[src/rtl/synth_pkg.sv]
// Shared definitions for the polyphonic ADSR synthesizer: envelope state
// encoding and the guard width used by the saturating envelope arithmetic.
package synth_pkg;

  typedef logic [2:0] env_state_t;

  localparam env_state_t ST_IDLE    = 3'd0;
  localparam env_state_t ST_ATTACK  = 3'd1;
  localparam env_state_t ST_DECAY   = 3'd2;
  localparam env_state_t ST_SUSTAIN = 3'd3;
  localparam env_state_t ST_RELEASE = 3'd4;

  // Extra MSBs carried through env +/- step so carry/borrow is visible.
  localparam int unsigned SAT_GUARD_W = 1;

endpackage

[src/rtl/adsr_voice.sv]
// One synth voice: phase accumulator, ADSR envelope FSM and the scaled
// unsigned sample. All state advances only on sample ticks.
module adsr_voice
  import synth_pkg::*;
#(
  parameter int unsigned PW    = 16,
  parameter int unsigned AW    = 6,
  parameter int unsigned ENV_W = 8
) (
  input  logic             clk,
  input  logic             reset,
  input  logic             en_i,
  input  logic             tick_i,
  input  logic             key_i,
  input  logic [PW-1:0]    inc_i,
  input  logic [ENV_W-1:0] attack_step_i,
  input  logic [ENV_W-1:0] decay_step_i,
  input  logic [ENV_W-1:0] sustain_lvl_i,
  input  logic [ENV_W-1:0] release_step_i,
  output logic             active_o,
  output logic [AW-1:0]    sample_o
);

  localparam int unsigned XW = ENV_W + SAT_GUARD_W;
  localparam logic [ENV_W-1:0] ENV_MAX = '1;

  env_state_t          state_q, state_d;
  logic [ENV_W-1:0]    env_q, env_d;
  logic [PW-1:0]       phase_q;
  logic                key_q;
  logic                rise;
  logic [XW-1:0]       add_x, rel_x, dec_x;
  logic [ENV_W-1:0]    env_up, env_rel, dec_floor, env_dec;
  logic [AW+ENV_W-1:0] prod;

  assign add_x     = XW'(env_q) + XW'(attack_step_i);
  assign rel_x     = XW'(env_q) - XW'(release_step_i);
  assign dec_x     = XW'(env_q) - XW'(decay_step_i);
  assign env_up    = (|add_x[XW-1:ENV_W]) ? ENV_MAX : add_x[ENV_W-1:0];
  assign env_rel   = rel_x[XW-1] ? '0 : rel_x[ENV_W-1:0];
  assign dec_floor = dec_x[XW-1] ? '0 : dec_x[ENV_W-1:0];
  assign env_dec   = (dec_floor < sustain_lvl_i) ? sustain_lvl_i : dec_floor;
  assign rise      = key_i & ~key_q;

  always_comb begin
    state_d = state_q;
    env_d   = env_q;
    case (state_q)
      ST_IDLE: begin
        if (rise) begin
          env_d   = env_up;
          state_d = (env_up == ENV_MAX) ? ST_DECAY : ST_ATTACK;
        end
      end
      ST_ATTACK, ST_DECAY, ST_SUSTAIN: begin
        if (!key_i) begin
          env_d   = env_rel;
          state_d = (env_rel == '0) ? ST_IDLE : ST_RELEASE;
        end else if (state_q == ST_ATTACK) begin
          env_d = env_up;
          if (env_up == ENV_MAX) state_d = ST_DECAY;
        end else if (state_q == ST_DECAY) begin
          env_d = env_dec;
          if (env_dec == sustain_lvl_i) state_d = ST_SUSTAIN;
        end else begin
          env_d = sustain_lvl_i;
        end
      end
      ST_RELEASE: begin
        // Retrigger keeps the current level; attack ramps from it next tick.
        if (rise) begin
          state_d = ST_ATTACK;
        end else begin
          env_d = env_rel;
          if (env_rel == '0) state_d = ST_IDLE;
        end
      end
      default: begin
        state_d = ST_IDLE;
        env_d   = '0;
      end
    endcase
  end

  always_ff @(posedge clk) begin
    if (reset || !en_i) begin
      state_q <= ST_IDLE;
      env_q   <= '0;
      phase_q <= '0;
      key_q   <= 1'b0;
    end else if (tick_i) begin
      state_q <= state_d;
      env_q   <= env_d;
      phase_q <= phase_q + inc_i;
      key_q   <= key_i;
    end
  end

  assign prod     = (AW+ENV_W)'(phase_q[PW-1 -: AW]) * (AW+ENV_W)'(env_q);
  assign sample_o = AW'(prod >> ENV_W);
  assign active_o = (state_q != ST_IDLE);

endmodule

[src/rtl/poly_adsr_synth.sv]
// Polyphonic ADSR synthesizer: sample-rate divider, NVOICE voices, a
// saturating mixer and a PWM audio output stage.
module poly_adsr_synth
  import synth_pkg::*;
#(
  parameter int unsigned NVOICE     = 12,
  parameter int unsigned PW         = 16,
  parameter int unsigned AW         = 6,
  parameter int unsigned ENV_W      = 8,
  parameter int unsigned SAMPLE_DIV = 1600,
  parameter int unsigned MIX_SHIFT  = 2
) (
  input  logic                 clk,
  input  logic                 reset,
  input  logic                 en,
  input  logic [NVOICE-1:0]    key,
  input  logic [NVOICE*PW-1:0] inc,
  input  logic [ENV_W-1:0]     attack_step,
  input  logic [ENV_W-1:0]     decay_step,
  input  logic [ENV_W-1:0]     sustain_lvl,
  input  logic [ENV_W-1:0]     release_step,
  output logic                 sample_tick,
  output logic [NVOICE-1:0]    active,
  output logic [AW-1:0]        mix,
  output logic                 pwm_out
);

  localparam int unsigned DIV_W = (SAMPLE_DIV > 1) ? $clog2(SAMPLE_DIV) : 1;
  localparam int unsigned SUM_W = AW + $clog2(NVOICE);
  localparam logic [DIV_W-1:0] DIV_LAST = DIV_W'(SAMPLE_DIV - 1);
  localparam logic [AW-1:0] AMP_MAX = '1;

  logic [DIV_W-1:0] div_q;
  logic             tick, tick_q;
  logic [AW-1:0]    sample_w [NVOICE];
  logic [SUM_W-1:0] voice_sum, mix_shifted;
  logic [AW-1:0]    mix_d, mix_q, duty_q, pwm_cnt_q;
  logic             pwm_q;

  assign tick = en && (div_q == DIV_LAST);

  always_ff @(posedge clk) begin
    if (reset || !en || tick) div_q <= '0;
    else                      div_q <= div_q + 1'b1;
  end

  for (genvar i = 0; i < NVOICE; i++) begin : g_voice
    adsr_voice #(
      .PW   (PW),
      .AW   (AW),
      .ENV_W(ENV_W)
    ) u_voice (
      .clk           (clk),
      .reset         (reset),
      .en_i          (en),
      .tick_i        (tick),
      .key_i         (key[i]),
      .inc_i         (inc[i*PW +: PW]),
      .attack_step_i (attack_step),
      .decay_step_i  (decay_step),
      .sustain_lvl_i (sustain_lvl),
      .release_step_i(release_step),
      .active_o      (active[i]),
      .sample_o      (sample_w[i])
    );
  end

  always_comb begin
    voice_sum = '0;
    for (int unsigned i = 0; i < NVOICE; i++) begin
      voice_sum = voice_sum + SUM_W'(sample_w[i]);
    end
  end

  assign mix_shifted = voice_sum >> MIX_SHIFT;
  assign mix_d = (mix_shifted > SUM_W'(AMP_MAX)) ? AMP_MAX : mix_shifted[AW-1:0];

  // Voices settle on the tick edge, so the mixer captures one clk later.
  always_ff @(posedge clk) begin
    if (reset || !en) begin
      tick_q <= 1'b0;
      mix_q  <= '0;
    end else begin
      tick_q <= tick;
      if (tick_q) mix_q <= mix_d;
    end
  end

  always_ff @(posedge clk) begin
    if (reset) begin
      pwm_cnt_q <= '0;
      duty_q    <= '0;
      pwm_q     <= 1'b0;
    end else begin
      pwm_cnt_q <= pwm_cnt_q + 1'b1;
      if (pwm_cnt_q == AMP_MAX) duty_q <= mix_q;
      pwm_q <= (pwm_cnt_q < duty_q);
    end
  end

  assign sample_tick = tick;
  assign mix         = mix_q;
  assign pwm_out     = pwm_q;

endmodule

[config.mk]
export PLATFORM = sky130hd
export DESIGN_NAME = poly_adsr_synth
export DESIGN_NICKNAME = d
export VERILOG_FILES = /design/src/rtl/synth_pkg.sv /design/src/rtl/adsr_voice.sv /design/src/rtl/poly_adsr_synth.sv
export SDC_FILE = /design/constraint.sdc
export NUM_CORES = 2
export LEC_CHECK = 0
export CAP_MARGIN = 20
export CORE_AREA = 2 2 309 311
export CTS_BUF_LIST = sky130_fd_sc_hd__clkbuf_4 sky130_fd_sc_hd__clkbuf_8
export DETAILED_ROUTE_END_ITERATION = 6
export DIE_AREA = 0 0 311 313
export GPL_ROUTABILITY_DRIVEN = 0
export HOLD_SLACK_MARGIN = 0.06
export PLACE_DENSITY = 0.84
export SKIP_LAST_GASP = 1
export SYNTH_ARGS = -nofsm -noshare
export SYNTH_HDL_FRONTEND = slang
export SYNTH_HIERARCHICAL = 1
export SYNTH_SLANG_ARGS = --single-unit
[constraint.sdc]
create_clock -name clk -period 8.6 [get_ports clk]
set_input_delay 1.29 -clock clk [delete_from_list [all_inputs] [get_ports clk]]
set_output_delay 1.29 -clock clk [all_outputs]
set_load 0.01 [all_outputs]
Word-level counts from Yosys, hierarchy flattened:

Cells that the tools add are included.

* $add $sub $neg: 61
* reduce and logical (&&, ||, !) cells: 76
* bitwise operators: 24
* muxes and demuxes: 253
* order comparisons: 14
* divide/modulo/power cells: 0
* equality and inequality tests: 146
* $mul: 12
* shift operators: 0

Operators with widths (count)
* $mux W8: 108
* $mux W3: 108
* $pmux W8 S3: 12
* $sub A8 B8 Y9: 24
* $add A16 B16 Y16: 12
* $mul A6 B8 Y14: 12
* $add A8 B8 Y9: 12
* $pmux W3 S3: 12
* $eq A8 B8 Y1: 12
* $eq A8 B8 Y1 const B: 12
* $logic_not A8 Y1: 12
* $lt A8 B8 Y1: 12
* $ne A4 B2 Y1 const B: 24
* $eq A3 B2 Y1 const B: 24
* $reduce_and A6 Y1: 12
* $add A10 B6 Y10: 7
* $ne A4 B3 Y1 const B: 12
* $eq A3 B1 Y1 const B: 12
* $eq A3 B3 Y1 const B: 12
* $logic_not A3 Y1: 12
* $ne A3 B1 Y1 const B: 12
* $reduce_and A3 Y1: 12
* $reduce_bool A3 Y1: 12
* $reduce_or A3 Y1: 12
* other kinds (19): 75

* logic and storage cells: 640
* ROM bits: 0
* input bits: 239
* bits in latches: 0
* output and inout bits: 20
* memory bits (writable): 0
* register bits after elaboration: 367
* memories kept: 0

Logic depth before layout (Yosys ltp):

* depth after elaboration: 14
* gate-level depth with buffers: 32
* gate-level depth less buffers: 31

By module:

Netlist, hierarchy kept.

By module, submodules not included
* adsr_voice at g_voice[0].u_voice ...: cells an instance 631, area each 4858.4 um2, sequential area each 560.5 um2, instances 5
* adsr_voice at g_voice[5].u_voice ...: cells an instance 611, area each 4728.3 um2, sequential area each 560.5 um2, instances 4
* adsr_voice at g_voice[4].u_voice: cells an instance 627, area each 4887.2 um2, sequential area each 560.5 um2, instances 1
* adsr_voice at g_voice[9].u_voice: cells an instance 625, area each 4849.7 um2, sequential area each 560.5 um2, instances 1
* adsr_voice at g_voice[3].u_voice: cells an instance 607, area each 4728.3 um2, sequential area each 560.5 um2, instances 1
* poly_adsr_synth: cells an instance 324, area each 3146.8 um2, sequential area each 620.6 um2, instances 1

Worst setup path before layout:

Ideal clock, no wire load.

* path kind: reg-to-reg
* start point: reg g_voice[11].u_voice.env_q[1]
* end point: reg mix_q[0], in the netlist mix[0]
* arrival: 7.480 ns
* clock period less this slack: 7.608 ns
* buffers on the path: 1
* path slack: 0.992 ns
* setup time: 0.127 ns
* required time: 8.473 ns
* stages on the path, launching flop included: 29
* cell sequence: dfxtp_1 clkbuf_1 nand2_1 fa_1 fa_1 fa_1 inv_1 ha_1 a21o_1 a21o_1 a21oi_1 o21ai_1 or4_1 a31oi_1 xnor2_1 inv_1 fa_1 fa_1 inv_1 fa_1 fa_1 inv_1 fa_1 inv_1 ha_1 a21oi_1 o22ai_2 nor3_2 o31ai_1

RTL lines
* start, declared: RTL line adsr_voice.sv:28 `logic [ENV_W-1:0] env_q, env_d;`
* start signal, assigned: RTL line adsr_voice.sv:93 `env_q <= env_d;`
* end signal, assigned: RTL line poly_adsr_synth.sv:85 `if (tick_q) mix_q <= mix_d;`
* end, declared: RTL line poly_adsr_synth.sv:37 `logic [AW-1:0] mix_d, mix_q, duty_q, pwm_cnt_q;`

==> metrics.txt <==
post-route DRC violation count=6; pwr/cell area=71.2 nW/µm²; final setup fails=0; total setup buffers inserted after CTS=0; post-synthesis compound-gate area fraction=21.4%; portion of the post-synthesis area used by sequential elements=12.1%; count of port buffers added during placement=258; netlist area before placement=60,800 µm²; Routed WL=177 mm; depth of the CTS H-tree=3; cell type of the slowest stage on the worst timing path=sky130_fd_sc_hd__fa_1; synthesized-area fraction occupied by xor and xnor cells=4.75%; root buffer cell=sky130_fd_sc_hd__clkbuf_8; worst slew margin relative to its limit=21.0%; arrival time worst endpoint=8850 ps; Syn-to-layout area delta=9.07%; crit path max fanout=10; Data required, critical path=9230 ps; count of clock tree sinks=367; site row count=113; Power, Total=4.72 mW; Gate Count Post-Synth=7,782; Worst IR Drop VDD=0.148 mV; Placed Instance Area=64,600 µm²; sum of buffers and inverters on the critical path=5; transition at the pin with the smallest max-transition slack=1180 ps; net count reported at finish=9,405; combinational family with the most area after synthesis=adder cells; maximum cell stage delay along the critical path=560 ps; overall die area=97,300 µm²; initial DRC count=4,711; die extent in y=313 µm; kind of end point of the critical path=register; proportion of synthesized area in mux cells=4.07%; number of clock buffers inserted by TritonCTS=76; worst skew pair latency=760 ps; Static Leakage=30.7 nW; Most used DFF post-synth=sky130_fd_sc_hd__dfxtp_1; Top Family by Delay on Critical Path=adder cells; hold violation count in the final report=0; average detailed-routed wire length per instance=19.0 µm; number of filler instances in the final layout=7,525; overall via count from detail_route=58,400; global-route wire length before repair=285 mm; vias in the first global route=56,500; worst hold slack=452 ps; Total Routing Usage GR=35.5%; startpoint type of the worst setup path=register; Synth Area in Adders=29.4%; FFs w/ async S/R, synth=0%; Cell Count, Final, Fillers Out=9,305; vias per cell=6.28; core footprint=94,200 µm²; Synthesized Nets=9,214; fin. max-slew vios=0; TritonCTS clock tree=yes; Clock transition at path regs=60 ps; pin count of the biggest net entering global routing=88; count of cell types in the netlist=110; max-capacitance violation count=0; flip-flop and latch count after synthesis=367; count of hold-fix buffers inserted at cts=0; Post-Place Cells=9,157; count of TritonRoute iterations in the first routing pass=7; worst min-delay path class=register to register; number of antenna violations at the first check in global routing=7; Die Span X=311 µm; starting density of the core=64.6%; Fmax achieved=122 MHz; shortest clock period the worst path allows after layout=8220 ps; final worst path period share=95.6%; Simple-Gate Fraction of Synth Area=20.9%; fraction of layout instances using a drive strength above 1=5.20%; top-level port count=259; Most common cell on crit path=sky130_fd_sc_hd__fa_1; Post-synth EDFFs=0; class of the most critical setup path=register to register; Routed Antenna Nets=0; Final Skew=39.9 ps; mean post-synth cell area=7.82 µm²; status=finished, violations left; detailed placement HPWL=134 mm; total non-filler cell area in the finished layout=66,300 µm²; global-route congestion overflow total=0; worst-case clock buffer depth=3; Syn. warnings=6; violations in the final reports=design-rule violations
-- state kept, by name, indices dropped and copies added, names as in the netlist --
signal / flops
g_voice.u_voice/state_q: 36
div_q: 11
g_voice.u_voice/key_q: 12
g_voice.u_voice/env_q: 96
g_voice.u_voice/phase_q: 192
tick_q: 1
duty_q: 6
pwm_out: 1
pwm_cnt_q: 6
mix: 6
-- where the power goes --
group / internal (mW) / switching (mW) / total [mW]
Sequential: 1.70 / 0.00155 / 1.70
Clock: 1.15 / 0.916 / 2.07
Combinational: 0.389 / 0.566 / 0.954
-- placed cells by master, fill, tap and decap left out, types with 28 or more instances in the layout --
master / count
sky130_fd_sc_hd__nand2b_1: 103
sky130_fd_sc_hd__o21a_1: 106
sky130_fd_sc_hd__nand3b_1: 33
sky130_fd_sc_hd__xnor2_1: 253
sky130_fd_sc_hd__nand2_1: 770
sky130_fd_sc_hd__inv_1: 944
sky130_fd_sc_hd__mux2i_1: 202
sky130_fd_sc_hd__a21o_1: 126
sky130_fd_sc_hd__xor2_1: 77
sky130_fd_sc_hd__o21ai_0: 303
sky130_fd_sc_hd__dfxtp_1: 363
sky130_fd_sc_hd__nor2b_1: 130
sky130_fd_sc_hd__o31ai_1: 49
sky130_fd_sc_hd__clkbuf_8: 99
sky130_fd_sc_hd__fa_1: 393
sky130_fd_sc_hd__nor2_1: 640
sky130_fd_sc_hd__and3_1: 34
sky130_fd_sc_hd__nor3b_1: 34
sky130_fd_sc_hd__a221oi_1: 49
sky130_fd_sc_hd__nand3_1: 191
sky130_fd_sc_hd__a22o_1: 54
sky130_fd_sc_hd__a21oi_1: 479
sky130_fd_sc_hd__o21bai_1: 44
sky130_fd_sc_hd__a211oi_1: 95
sky130_fd_sc_hd__o211ai_1: 67
sky130_fd_sc_hd__o21ai_1: 90
sky130_fd_sc_hd__or3_1: 55
sky130_fd_sc_hd__o31a_1: 29
sky130_fd_sc_hd__or4_1: 32
sky130_fd_sc_hd__buf_4: 83
sky130_fd_sc_hd__nor4b_1: 28
sky130_fd_sc_hd__ha_1: 800
sky130_fd_sc_hd__a31oi_1: 53
sky130_fd_sc_hd__clkdlybuf4s50_1: 246
sky130_fd_sc_hd__and2_1: 151
sky130_fd_sc_hd__nor3_1: 209
sky130_fd_sc_hd__nand4_1: 54
-- cells in the mapped netlist, drive strengths merged (103+ instances only) --
cell	n	area, µm²
nand3	193	976
inv	944	3540
nor3	212	1080
a21o	129	978
and2	157	995
ha	800	10000
nand2b	103	644
nor2	641	2410
nand2	770	2890
o21ai	399	2030
clkbuf	201	767
nor2b	143	992
xnor2	253	2220
mux2i	202	2020
dfxtp	367	7350
fa	393	7870
o21a	106	796
a21oi	490	2490
-- routing by layer --
metal / up-vias / part of all wire [%] / global-route usage (%)
met2: 2547 / 45 / 58.0
met3: 706 / 9.8 / 8.42
met1: 27400 / 38 / 42.5
met5: - / 0.036 / 0
li1: 27700 / - / -
met4: 10 / 6.9 / 21.7
-- cell type report --
| type | count | area [µm²] | area share, % |
|---|---|---|---|
| Antenna cell | 6 | 15.0 | 0.0226 |
| Clock inverter | 20 | 140 | 0.211 |
| Tap cell | 1265 | 1580 | 2.39 |
| Timing Repair Buffer | 344 | 3200 | 4.82 |
| Multi-Input combinational cell | 6235 | 49000 | 73.8 |
| Inverter | 949 | 3560 | 5.37 |
| Clock buffer | 119 | 1510 | 2.28 |
| Sequential cell | 367 | 7350 | 11.1 |
-- worst paths after layout --
path	from	end	slack (ps)	cells past startpoint
setup / recovery	g_voice[10].u_voice/phase_q[14]	mix[5]	380	27
hold / removal	div_q[0]	div_q[0]	450	1
setup reg to reg	g_voice[10].u_voice/phase_q[14]	mix[5]	380	27
hold reg to reg	div_q[0]	div_q[0]	450	1
-- cell families after synthesis --
kind of cell,after synthesis
AOI/OAI and AO/OA,1892
xor gates and xnor gates,330
muxes,237
and+or+nand+nor,2583
adders and majority gates,1193
buffers and inverters,1180
DFF,367
-- per-stage QoR --
| step | TNS [ps] | worst slack (ps) | utilization (%) |
|---|---|---|---|
| floorplan | 0 | 992 | - |
| global placement | 0 | 492 | 68.6 |
| detailed placement | 0 | 356 | 68.6 |
| CTS | 0 | 288 | 70.4 |
| global route | -19.3 | -10.2 | 70.4 |
| finish | 0 | 376 | 70.4 |
-- repair_timing --
item                                   in CTS  in global routing
resized for setup                           0                  6
setup endpoints to repair                   0                  6
endpoints found under the hold margin       0                  0
Note: power is estimated with default switching activity, not from simulation.
